File: config.mk
export PLATFORM = sky130hd
export DESIGN_NAME = pht_trainer
export DESIGN_NICKNAME = d
export VERILOG_FILES = /design/src/rtl/pht_trainer.sv
export SDC_FILE = /design/constraint.sdc
export NUM_CORES = 1
export LEC_CHECK = 0
export BUFFER_PORTS_ARGS = -buffer_cell sky130_fd_sc_hd__buf_2
export CAP_MARGIN = 20
export CORE_MARGIN = 3
export CORE_UTILIZATION = 46
export DETAILED_ROUTE_END_ITERATION = 10
export HOLD_SLACK_MARGIN = 0.12
export PLACE_DENSITY = 0.7
export SYNTH_ARGS = -nofsm -noshare
export SYNTH_HDL_FRONTEND = slang
export SYNTH_SLANG_ARGS = --single-unit
File: constraint.sdc
create_clock -name clk -period 3.5 [get_ports clk]
set_input_delay 0.525 -clock clk [delete_from_list [all_inputs] [get_ports clk]]
set_output_delay 0.525 -clock clk [all_outputs]
set_load 0.01 [all_outputs]
File: src/rtl/pht_trainer.sv
// Gshare index generation plus an in-order FIFO of in-flight predictions.
// Retiring an entry writes the trained counter back to the PHT and repairs the GHR on a mispredict.
module pht_trainer #(
  parameter int INDEX_W = 10,
  parameter int DEPTH   = 4
) (
  input  logic               clk,
  input  logic               reset,
  input  logic               predict_valid,
  input  logic [15:0]        predict_pc,
  output logic               predict_ready,
  output logic               predict_taken,
  output logic [INDEX_W-1:0] pht_index,
  input  logic [1:0]         pht_prediction,
  input  logic               resolve_valid,
  input  logic               resolve_taken,
  output logic               update,
  output logic [INDEX_W-1:0] updated_index,
  output logic [1:0]         updated_counter,
  output logic               mispredict,
  output logic               resolve_error
);

  localparam int PTR_W = (DEPTH > 1) ? $clog2(DEPTH) : 1;
  localparam int CNT_W = PTR_W + 1;

  typedef struct packed {
    logic [INDEX_W-1:0] index;
    logic [1:0]         ctr;
    logic [INDEX_W-1:0] ghr_snap;
  } entry_t;

  entry_t             fifo [DEPTH];
  logic [PTR_W-1:0]   rd_ptr, wr_ptr;
  logic [CNT_W-1:0]   count;
  logic [INDEX_W-1:0] ghr;

  entry_t     head;
  logic       do_push, do_res, mis_now;
  logic [1:0] new_ctr, push_ctr;

  assign pht_index     = predict_pc[INDEX_W:1] ^ ghr;
  assign predict_taken = pht_prediction[1];
  assign predict_ready = (count != CNT_W'(DEPTH));

  always_comb begin
    head     = fifo[rd_ptr];
    do_push  = predict_valid && predict_ready;
    do_res   = resolve_valid && (count != '0);
    new_ctr  = head.ctr;
    if (resolve_taken) begin
      if (head.ctr != 2'b11) new_ctr = head.ctr + 2'b01;
    end else begin
      if (head.ctr != 2'b00) new_ctr = head.ctr - 2'b01;
    end
    mis_now  = do_res && (head.ctr[1] != resolve_taken);
    // A push aliasing the retiring index must see the counter the PHT has not yet been written with.
    push_ctr = (do_res && (pht_index == head.index)) ? new_ctr : pht_prediction;
  end

  always_ff @(posedge clk or posedge reset) begin
    if (reset) begin
      ghr             <= '0;
      rd_ptr          <= '0;
      wr_ptr          <= '0;
      count           <= '0;
      update          <= 1'b0;
      mispredict      <= 1'b0;
      updated_index   <= '0;
      updated_counter <= 2'b00;
      resolve_error   <= 1'b0;
      // NOTE: the entry storage is reset too, because forwarding rewrites entries in place every retire.
      for (int i = 0; i < DEPTH; i++) fifo[i] <= '0;
    end else begin
      update     <= do_res;
      mispredict <= mis_now;
      if (do_res) begin
        updated_index   <= head.index;
        updated_counter <= new_ctr;
      end
      if (resolve_valid && (count == '0)) resolve_error <= 1'b1;

      if (mis_now) begin
        // Recovery wins over any speculative shift and drops a same-cycle push.
        ghr    <= {head.ghr_snap[INDEX_W-2:0], resolve_taken};
        rd_ptr <= '0;
        wr_ptr <= '0;
        count  <= '0;
      end else begin
        if (do_res) begin
          for (int i = 0; i < DEPTH; i++)
            if (fifo[i].index == head.index) fifo[i].ctr <= new_ctr;
          rd_ptr <= rd_ptr + PTR_W'(1);
        end
        if (do_push) begin
          fifo[wr_ptr] <= '{index: pht_index, ctr: push_ctr, ghr_snap: ghr};
          ghr          <= {ghr[INDEX_W-2:0], push_ctr[1]};
          wr_ptr       <= wr_ptr + PTR_W'(1);
        end
        count <= count + CNT_W'(do_push) - CNT_W'(do_res);
      end
    end
  end

endmodule

==> results of run 1 <==
-- routing by layer --
layer  share of wire  wire length [um]
met5               0                 0
met4           0.023               378
met3           0.054               890
met2            0.48              7815
met1            0.45              7312
-- flip-flops by register name, indices dropped and copies added, names as in the netlist --
register,count
fifo,84
ghr,10
updated_index,10
count,3
rd_ptr,2
updated_counter,2
wr_ptr,2
mispredict,1
resolve_error,1
update,1
-- cell families (layout without fill, tap and decap cells) --
family,after synthesis,after routing
mux,71,71
xor+xnor,86,86
fa+ha+maj,10,10
flops,116,116
simple gates,206,206
buf+inv,57,123
compound gates,79,79
-- per-stage QoR --
step           utilization  cells
2_1_floorplan            -    625
3_3_place_gp        0.5151    835
3_5_place_dp        0.5151    835
4_1_cts             0.5579    867
5_1_grt             0.5579    867
6_report            0.5579    867
-- worst min path at each step --
stage	startpoint	to	depth (start not counted)	slack (ns)
6_report	reset	fifo[82]$_DFFE_PP0P_	2	0.29
5_1_grt	resolve_valid	resolve_error$_DFFE_PP0P_	2	0.34
4_1_cts	resolve_valid	resolve_error$_DFFE_PP0P_	2	0.31
3_5_place_dp	resolve_error$_DFFE_PP0P_	resolve_error$_DFFE_PP0P_	1	0.45
3_3_place_gp	resolve_error$_DFFE_PP0P_	resolve_error$_DFFE_PP0P_	1	0.43
2_1_floorplan	fifo[22]$_DFFE_PP0P_	fifo[22]$_DFFE_PP0P_	2	0.44
-- cell usage after synthesis, types with 2 or more instances --
master,n,area (um2)
nand2_1,141,529.3
dfrtp_1,116,2903
xnor2_1,64,560.5
o21ai_0,44,220.2
mux2_2,28,315.3
nor2_1,22,82.58
inv_1,21,78.83
mux2i_1,21,210.2
xor2_1,20,175.2
mux4_2,18,405.4
buf_2,15,75.07
clkbuf_1,15,56.30
a31oi_1,11,68.82
nand3_1,9,45.04
a21oi_1,6,30.03
ha_1,6,75.07
a211oi_1,5,37.54
nand4_1,5,31.28
nor3_1,5,25.02
nor4_1,5,31.28
nand2b_1,4,25.02
and2_1,3,18.77
buf_6,3,33.78
maj3_1,3,30.03
mux4_1,3,78.83
a221oi_1,2,17.52
and3_1,2,12.51
nand3b_1,2,15.01
o311a_1,2,20.02
o31ai_1,2,15.01
o32ai_1,2,17.52
or3_1,2,12.51
-- layout make-up --
cell class	count	area [um2]	share of cell area
clock buffer	20	446.7	0.05951
clock inverter	12	130.1	0.01734
inverter	22	86.33	0.01150
multi-input combinational	452	3271	0.4357
sequential	116	2904	0.3869
tap	176	220.2	0.02934
timing repair buffer	69	447.9	0.05968
-- power by group through the flow --
stage	combinational, uW	sequential, uW	clock, uW
4_1_cts	4040	2720	1730
5_1_grt	4440	2830	1790
3_5_place_dp	4000	2730	0
6_report	4060	2730	1700
3_3_place_gp	3900	2670	0
2_1_floorplan	3030	2500	0
==> qor.txt, run 1 <==
outcome - finished, final reports clean
WHS - 0.2887 ns
Synth Area in Adders - 0.01945
DR pass1 iterations - 4
die height - 124.3 um
Synth Area in Compound Gates - 0.07197
# clock sinks - 116
reg2reg setup slack - 0.34 ns
Top Family by Delay on Critical Path - multiplexers
die width - 124.3 um
Netlist cell types - 50
crit path launch - rd_ptr[1]$_DFFE_PP0P_
initial antenna violation count - 0
crit end category - register
routing usage on met1 - 0.3045
Die ar. - 15,440 um2
ANT nets after route - 0
Worst Setup Start Kind - register
final WL - 16,400 um
#FFs+latches synth - 116
final setup margin - 0.3447 ns
cts hold-fix bufs - 0
n_diodes - 0
# IOs - 50
# H-tree levels - 4
Setup Buffers After CTS - 0
Syn Nets - 655
worst slew pin tran - 0.9205 ns
vias per inst - 5.596
Synth Area per Inst - 10.29 um2
leakage - 0.003368 uW
multiplexer area fraction after synthesis - 0.1591
P&R area growth vs syn - 16.69%
cell count along the critical path - 8
final sum of negative setup slack - 0 ns
worst r2r path cells - 8
combinational power share - 0.478
Tmin final - 3.155 ns
Starting Density - 0.4781
cells after synthesis - 625
P per Cell Area - 1132 nW/um2
Post-Place Cell Area - 6929 um2
worst-case headroom to the max-slew limit - 0.3851
most frequent cells in the layout - nand2_1 (141), dfrtp_1 (115), xnor2_1 (64)
Mapped Area - 6432 um2
highest clock rate - 316.9 MHz
Critical Path RT - 3.80 ns
Initial DRC Count - 378
grt ovf - 0
arrival time at the worst endpoint - 3.45 ns
main flop type after synthesis - dfrtp_1
critical path cell sequence - buf_4 -> mux4_1 -> xor2_1 -> nand4_1 -> or4_4 -> mux2i_2 -> o21ai_1 -> o2bb2ai_1
Synth Area in XOR/XNOR - 0.1212
nets@finish - 708
routing usage on met3 - 0.04846
share of cells above drive strength 1 - 0.2214
CTS tree - built
FF-to-FF End - ghr[0]$_DFFE_PP0P_
hold crit path type - primary input to asynchronous set/reset pin
vias in the first global route - 4,993
Clk pin slew, worst setup/hold paths - 0.06 ns
largest family of logic cells by synthesized area - multiplexers
Total GRT Usage - 0.2201
vias - 4,852
met2 Resource Use GR - 0.3445
Max stage delay on crit path - 0.72 ns
Syn. warnings - 0
Core Rows - 42
RSZ-0062 raised after global routing - false
reg2reg start - rd_ptr[1]$_DFFE_PP0P_
Cell Int Power - 4965 uW
largest net degree at the start of global routing - 76
Clock Skews - 0.005754 ns
final number of setup-violating endpoints - 0
crit path to - ghr[0]$_DFFE_PP0P_
commonest non-fill, non-tap cell in the layout - nand2_1
CTS Buf Count - 17
CTS max path bufs - 2
Filler cells - 1,203
# DRC - 0
ys async rst share - 1.000
Setup CP Type - register to register
PortBufs - 43
Buf/Inv on CP - 1
Skew-Pair Late Insertion Delay - 0.42 ns
first-pass GRT wire length - 26,790 um
NetSw - 3529 uW
Seq/Total Area, Yosys - 0.4513
peak supply drop - 456.4 uV
Tot Pwr - 8494 uW
DP Worst Slack - 0.3376 ns
power share of the clock group - 0.201
max-slew violation count - 0
design area - 7506 um2
RD Place Congestion - 0.9835
WL/cell - 18.91 um
Sw Share - 0.4154
crit share post-route - 0.9015
MaxCap Viol Count - 0
CORE AREA - 13,450 um2
crit path max fanout - 12
Post-synth EDFFs - 0
post-DP HPWL - 11,470 um
CTS resizes - 0
simple-gate share of the synthesized area - 0.1367
Hold Violations, Final - 0
register share of total power - 0.321
CTS root buf - clkbuf_16
crit path max-delay cell type - dfrtp_1
GR peak layer - met2
(Power assumes the default switching activity.)
==> run 2: changes to the inputs <==
- GPL_ROUTABILITY_DRIVEN: not set -> 0
- REMOVE_ABC_BUFFERS: not set -> 1
==> run 2 against run 1 <==
Worst setup slack worse by 0.054 ns. Wire length down 8.4%. First-iteration DRC count down 6.3%. Design area down 0.97%. Largest cell class unchanged.
==> qor.txt, run 2 (synthesized netlist as in run 1, its figures left out) <==
crit end category - register
post-DP HPWL - 10,180 um (-11%)
Initial DRC Count - 354 (-6.3%)
DR pass1 iterations - 5 (+1)
Clock Skews - 0.01011 ns (+0.004360 ns)
die height - 124.3 um (unchanged)
PortBufs - 43 (unchanged)
P&R area growth vs syn - 15.56%
CTS root buf - clkbuf_16
RSZ-0062 raised after global routing - false
initial antenna violation count - 0 (unchanged)
P per Cell Area - 1107 nW/um2 (-2.2%)
DP Worst Slack - 0.3728 ns (+0.03521 ns)
leakage - 0.003338 uW (-0.88%)
highest clock rate - 311.6 MHz (-1.7%)
Filler cells - 1,194 (-0.75%)
cts hold-fix bufs - 0 (unchanged)
CTS tree - built
vias in the first global route - 4,790 (-4.1%)
most frequent cells in the layout - nand2_1 (141), dfrtp_1 (115), xnor2_1 (64)
register area - 2904 um2 (unchanged)
Starting Density - 0.4781 (unchanged)
Max stage delay on crit path - 0.68 ns (-0.04 ns)
largest net degree at the start of global routing - 117 (+54%)
crit path max-delay cell type - dfrtp_1
CTS resizes - 0 (unchanged)
Core Rows - 42 (unchanged)
Biggest register - fifo
routed wl met3 - 933 um (+4.8%)
Skew-Pair Late Insertion Delay - 0.42 ns (about the same)
vias per inst - 5.542 (-0.97%)
n_diodes - 0 (unchanged)
ANT nets after route - 0 (unchanged)
CTS max path bufs - 2 (unchanged)
Total GRT Usage - 0.2056 (-0.01459)
# H-tree levels - 4 (unchanged)
Die ar. - 15,440 um2 (unchanged)
final setup margin - 0.2904 ns (-0.05434 ns)
Tmin final - 3.210 ns (+0.05434 ns)
grt ovf - 0 (unchanged)
CTS Buf Count - 17 (unchanged)
CP dominant cell by count - nand2_1
max-slew violation count - 0 (unchanged)
Worst Setup Start Kind - register
die width - 124.3 um (unchanged)
uppermost layer routed - met4
peak supply drop - 545.7 uV (+20%)
Setup CP Type - register to register
WL met2 - 7025 um (-10%)
Clk pin slew, worst setup/hold paths - 0.05 ns (about the same)
outcome - finished, final reports clean
crit share post-route - 0.9170 (+0.01553)
worst-case headroom to the max-slew limit - 0.5987 (+0.2136)
largest registers - fifo x84, ghr x10, updated_index x10
# DRC - 0 (unchanged)
Critical Path RT - 3.86 ns (+0.06 ns)
# IOs - 50 (unchanged)
max reg flops - 84 (unchanged)
CORE AREA - 13,450 um2 (unchanged)
# clock sinks - 116 (unchanged)
critical path cell sequence - buf_12 -> buf_4 -> mux4_1 -> xor2_1 -> nand2_1 -> inv_1 -> nor2_1 -> buf_4 -> nand2_1 -> nand2_1
final number of setup-violating endpoints - 0 (unchanged)
WHS - 0.2632 ns (-0.02549 ns)
crit path max fanout - 14 (+2)
first-pass GRT wire length - 25,410 um (-5.2%)
hold crit path type - primary input to asynchronous set/reset pin
Finished Layout Cells - 862 (-0.58%)
share of cells above drive strength 1 - 0.2143 (-0.007133)
Setup Buffers After CTS - 0 (unchanged)
cell count after placement - 830 (-0.60%)
Hold Violations, Final - 0 (unchanged)
commonest non-fill, non-tap cell in the layout - nand2_1
MaxCap Viol Count - 0 (unchanged)
final WL - 15,030 um (-8.4%)
vias - 4,777 (-1.5%)
nets@finish - 703 (-0.71%)
arrival time at the worst endpoint - 3.57 ns (+0.12 ns)
wl on met1 - 6697 um (-8.4%)
multi-input logic area - 3271 um2 (unchanged)
worst slew pin tran - 0.6019 ns (-0.3185 ns)
WL/cell - 17.43 um (-7.8%)
run 2: layout make-up:
cell class	instances	area share
well taps	176	0.02962
inverters	22	0.01145
multi-input cells	452	0.4400
flip-flops and latches	116	0.3907
clock buffers	24	0.06615
repair buffers	64	0.05521
clock inverters	8	0.006901
run 2: final timing paths:
kind,from,end,slack [ns],cells after the start
max reg2reg,rd_ptr[1]$_DFFE_PP0P_,fifo[22]$_DFFE_PP0P_,0.29,10
min reg2reg,resolve_error$_DFFE_PP0P_,resolve_error$_DFFE_PP0P_,0.46,1
max in group asynchronous,reset,rd_ptr[0]$_DFFE_PP0P_,2.77,3
min in group clk,resolve_valid,resolve_error$_DFFE_PP0P_,0.32,2
min,reset,fifo[28]$_DFFE_PP0P_,0.26,3
max,rd_ptr[1]$_DFFE_PP0P_,fifo[22]$_DFFE_PP0P_,0.29,10
run 2: per-stage QoR:
stage | area (um2) | utilization | TNS, ns | power, uW
5_1_grt | 7433 | 0.5525 | 0 | 8848
6_report | 7433 | 0.5525 | 0 | 8228
2_1_floorplan | 6256 | - | -72.83 | 5425
4_1_cts | 7433 | 0.5525 | 0 | 8250
3_3_place_gp | 6890 | 0.5122 | 0 | 6478
3_5_place_dp | 6890 | 0.5122 | 0 | 6633
run 2: per-layer routing:
| layer | vias to the layer above | track usage |
|---|---|---|
| met1 | 2346 | 0.2756 |
| met5 | - | 0 |
| met3 | 38 | 0.05489 |
| met4 | 0 | 0.07930 |
| met2 | 153 | 0.3206 |
| li1 | 2240 | - |
run 2: power breakdown:
part / internal, uW / switching, uW / total (uW)
clock network: 972 / 590 / 1560
registers: 1980 / 741 / 2720
logic: 1900 / 2040 / 3940
run 2: critical path, delay by kind of cell, from the launching register on:
kind                      cells  cell delay (ns)
buffers and inverters         4             0.97
and+or+nand+nor               4             0.87
DFF                           1             0.68
muxes                         1             0.40
xor gates and xnor gates      1             0.20
==> run 3: changes to the inputs <==
- CTS_BUF_LIST: not set -> sky130_fd_sc_hd__clkbuf_8
==> run 3 against run 2 <==
Count of clock-buffer cells in the layout down 3. Maximum frequency up 0.34%. Global-route usage down 0.31 points. Clock power down 31%. First-iteration DRC count up 5.4%. Via count down 0.57%. Clock skew down 0.0011 ns. Register-to-register slack about the same. Non-clock buffer count unchanged. Die area unchanged. Worst hold slack worse by 0.059 ns. Critical path type unchanged. Utilization down 1.4 points. Largest power group unchanged.
==> qor.txt, run 3 (synthesized netlist as in run 1, its figures left out) <==
largest net degree at the start of global routing - 117 (unchanged)
final WL - 14,800 um (-1.5%)
arrival time at the worst endpoint - 3.53 ns (-0.04 ns)
commonest non-fill, non-tap cell in the layout - nand2_1
post-DP HPWL - 10,180 um (unchanged)
Clock Skews - 0.009044 ns (-0.001070 ns)
crit share post-route - 0.9139 (-0.003095)
Filler cells - 1,214 (+1.7%)
MaxCap Viol Count - 0 (unchanged)
P&R area growth vs syn - 12.59%
nets@finish - 703 (unchanged)
CORE AREA - 13,450 um2 (unchanged)
grt ovf - 0 (unchanged)
Setup CP Type - register to register
vias per inst - 5.510 (-0.57%)
share of cells above drive strength 1 - 0.2143 (unchanged)
Biggest register - fifo
CTS Buf Count - 17 (unchanged)
Core Rows - 42 (unchanged)
Die ar. - 15,440 um2 (unchanged)
vias in the first global route - 4,729 (-1.3%)
# IOs - 50 (unchanged)
max-slew violation count - 0 (unchanged)
# DRC - 0 (unchanged)
Skew-Pair Late Insertion Delay - 0.45 ns (+0.03 ns)
outcome - finished, final reports clean
leakage - 0.003263 uW (-2.2%)
Post-Place Cell Area - 6890 um2 (unchanged)
crit path max fanout - 32 (+18)
design area - 7242 um2 (-2.6%)
worst slew pin tran - 0.6148 ns (+0.01289 ns)
final setup margin - 0.3012 ns (+0.01083 ns)
worst-case headroom to the max-slew limit - 0.5901 (-0.008592)
largest registers - fifo x84, ghr x10, updated_index x10
final number of setup-violating endpoints - 0 (unchanged)
initial antenna violation count - 0 (unchanged)
peak supply drop - 462.1 uV (-15%)
ANT nets after route - 0 (unchanged)
most frequent cells in the layout - nand2_1 (141), dfrtp_1 (115), xnor2_1 (64)
cts hold-fix bufs - 0 (unchanged)
# clock sinks - 116 (unchanged)
die height - 124.3 um (unchanged)
highest clock rate - 312.6 MHz (+0.34%)
CTS root buf - clkbuf_8
Starting Density - 0.4781 (unchanged)
die width - 124.3 um (unchanged)
Tmin final - 3.199 ns (-0.01083 ns)
max reg flops - 84 (unchanged)
Total GRT Usage - 0.2025 (-0.003071)
Initial DRC Count - 373 (+5.4%)
n_diodes - 0 (unchanged)
vias - 4,750 (-0.57%)
PortBufs - 43 (unchanged)
Tot Pwr - 7737 uW (-6.0%)
first-pass GRT wire length - 24,960 um (-1.8%)
Hold Violations, Final - 0 (unchanged)
crit end category - register
WL/cell - 17.17 um (-1.5%)
DP Worst Slack - 0.3728 ns (unchanged)
CTS resizes - 0 (unchanged)
RSZ-0062 raised after global routing - false
CTS tree - built
Setup Buffers After CTS - 0 (unchanged)
# H-tree levels - 4 (unchanged)
DR pass1 iterations - 5 (unchanged)
Critical Path RT - 3.83 ns (-0.03 ns)
P per Cell Area - 1068 nW/um2 (-3.5%)
CTS max path bufs - 2 (unchanged)
Worst Setup Start Kind - register
WHS - 0.2040 ns (-0.05915 ns)
hold crit path type - primary input to asynchronous set/reset pin
Clk pin slew, worst setup/hold paths - 0.07 ns (+0.02 ns)
## run 3: cell types whose count changed in the layout (fill, tap and decap cells not counted), sizes merged
cell,before,now
clkbuf,24,21
inv,21,24
## run 3: final cells by class
class	count	area [um2]	area share
multi-input cells	452	3271	0.4516
inverters	22	85.08	0.01175
clock inverters	11	62.56	0.008639
repair buffers	64	410.4	0.05667
clock buffers	21	289.0	0.03991
flip-flops and latches	116	2904	0.4010
well taps	176	220.2	0.03041
## run 3: final timing paths
kind | startpoint | endpoint | depth (start not counted) | slack (ns)
worst max register to register | rd_ptr[1]$_DFFE_PP0P_ | fifo[77]$_DFFE_PP0N_ | 10 | 0.30
min in group clk | resolve_valid | resolve_error$_DFFE_PP0P_ | 2 | 0.29
worst max-delay path | rd_ptr[1]$_DFFE_PP0P_ | fifo[77]$_DFFE_PP0N_ | 10 | 0.30
max in group asynchronous | reset | rd_ptr[0]$_DFFE_PP0P_ | 3 | 2.79
worst min register to register | resolve_error$_DFFE_PP0P_ | resolve_error$_DFFE_PP0P_ | 1 | 0.46
worst min-delay path | reset | fifo[29]$_DFFE_PP0P_ | 3 | 0.20
## run 3: report_power, final
group	switching [uW]	internal, uW
clock network	534	551
logic	2040	1900
registers	737	1980
total	3310	4430
## run 3: metrics by stage
step | util | std cells | setup TNS (ns)
after floorplan | - | 590 | -72.83
after global placement | 0.5122 | 830 | 0
after detailed placement | 0.5122 | 830 | 0
after CTS | 0.5383 | 862 | 0
after global routing | 0.5383 | 862 | 0
final | 0.5383 | 862 | 0
## run 3: routing by layer
layer	wire length (um)	vias to the layer above	track usage
met5	0	-	0
met3	873	23	0.05703
li1	-	2238	-
met1	6610	2338	0.2698
met4	239	0	0.07479
met2	7081	151	0.3171
## run 3: worst max-delay path: stages (launching register included)
cell and delay (ns):
dfrtp_1 0.69, buf_12 0.22, buf_4 0.22, mux4_1 0.40
xor2_1 0.23, nand2_1 0.31, nand3_1 0.18, buf_4 0.37
o31ai_1 0.18, o32ai_1 0.19, nor2_1 0.07
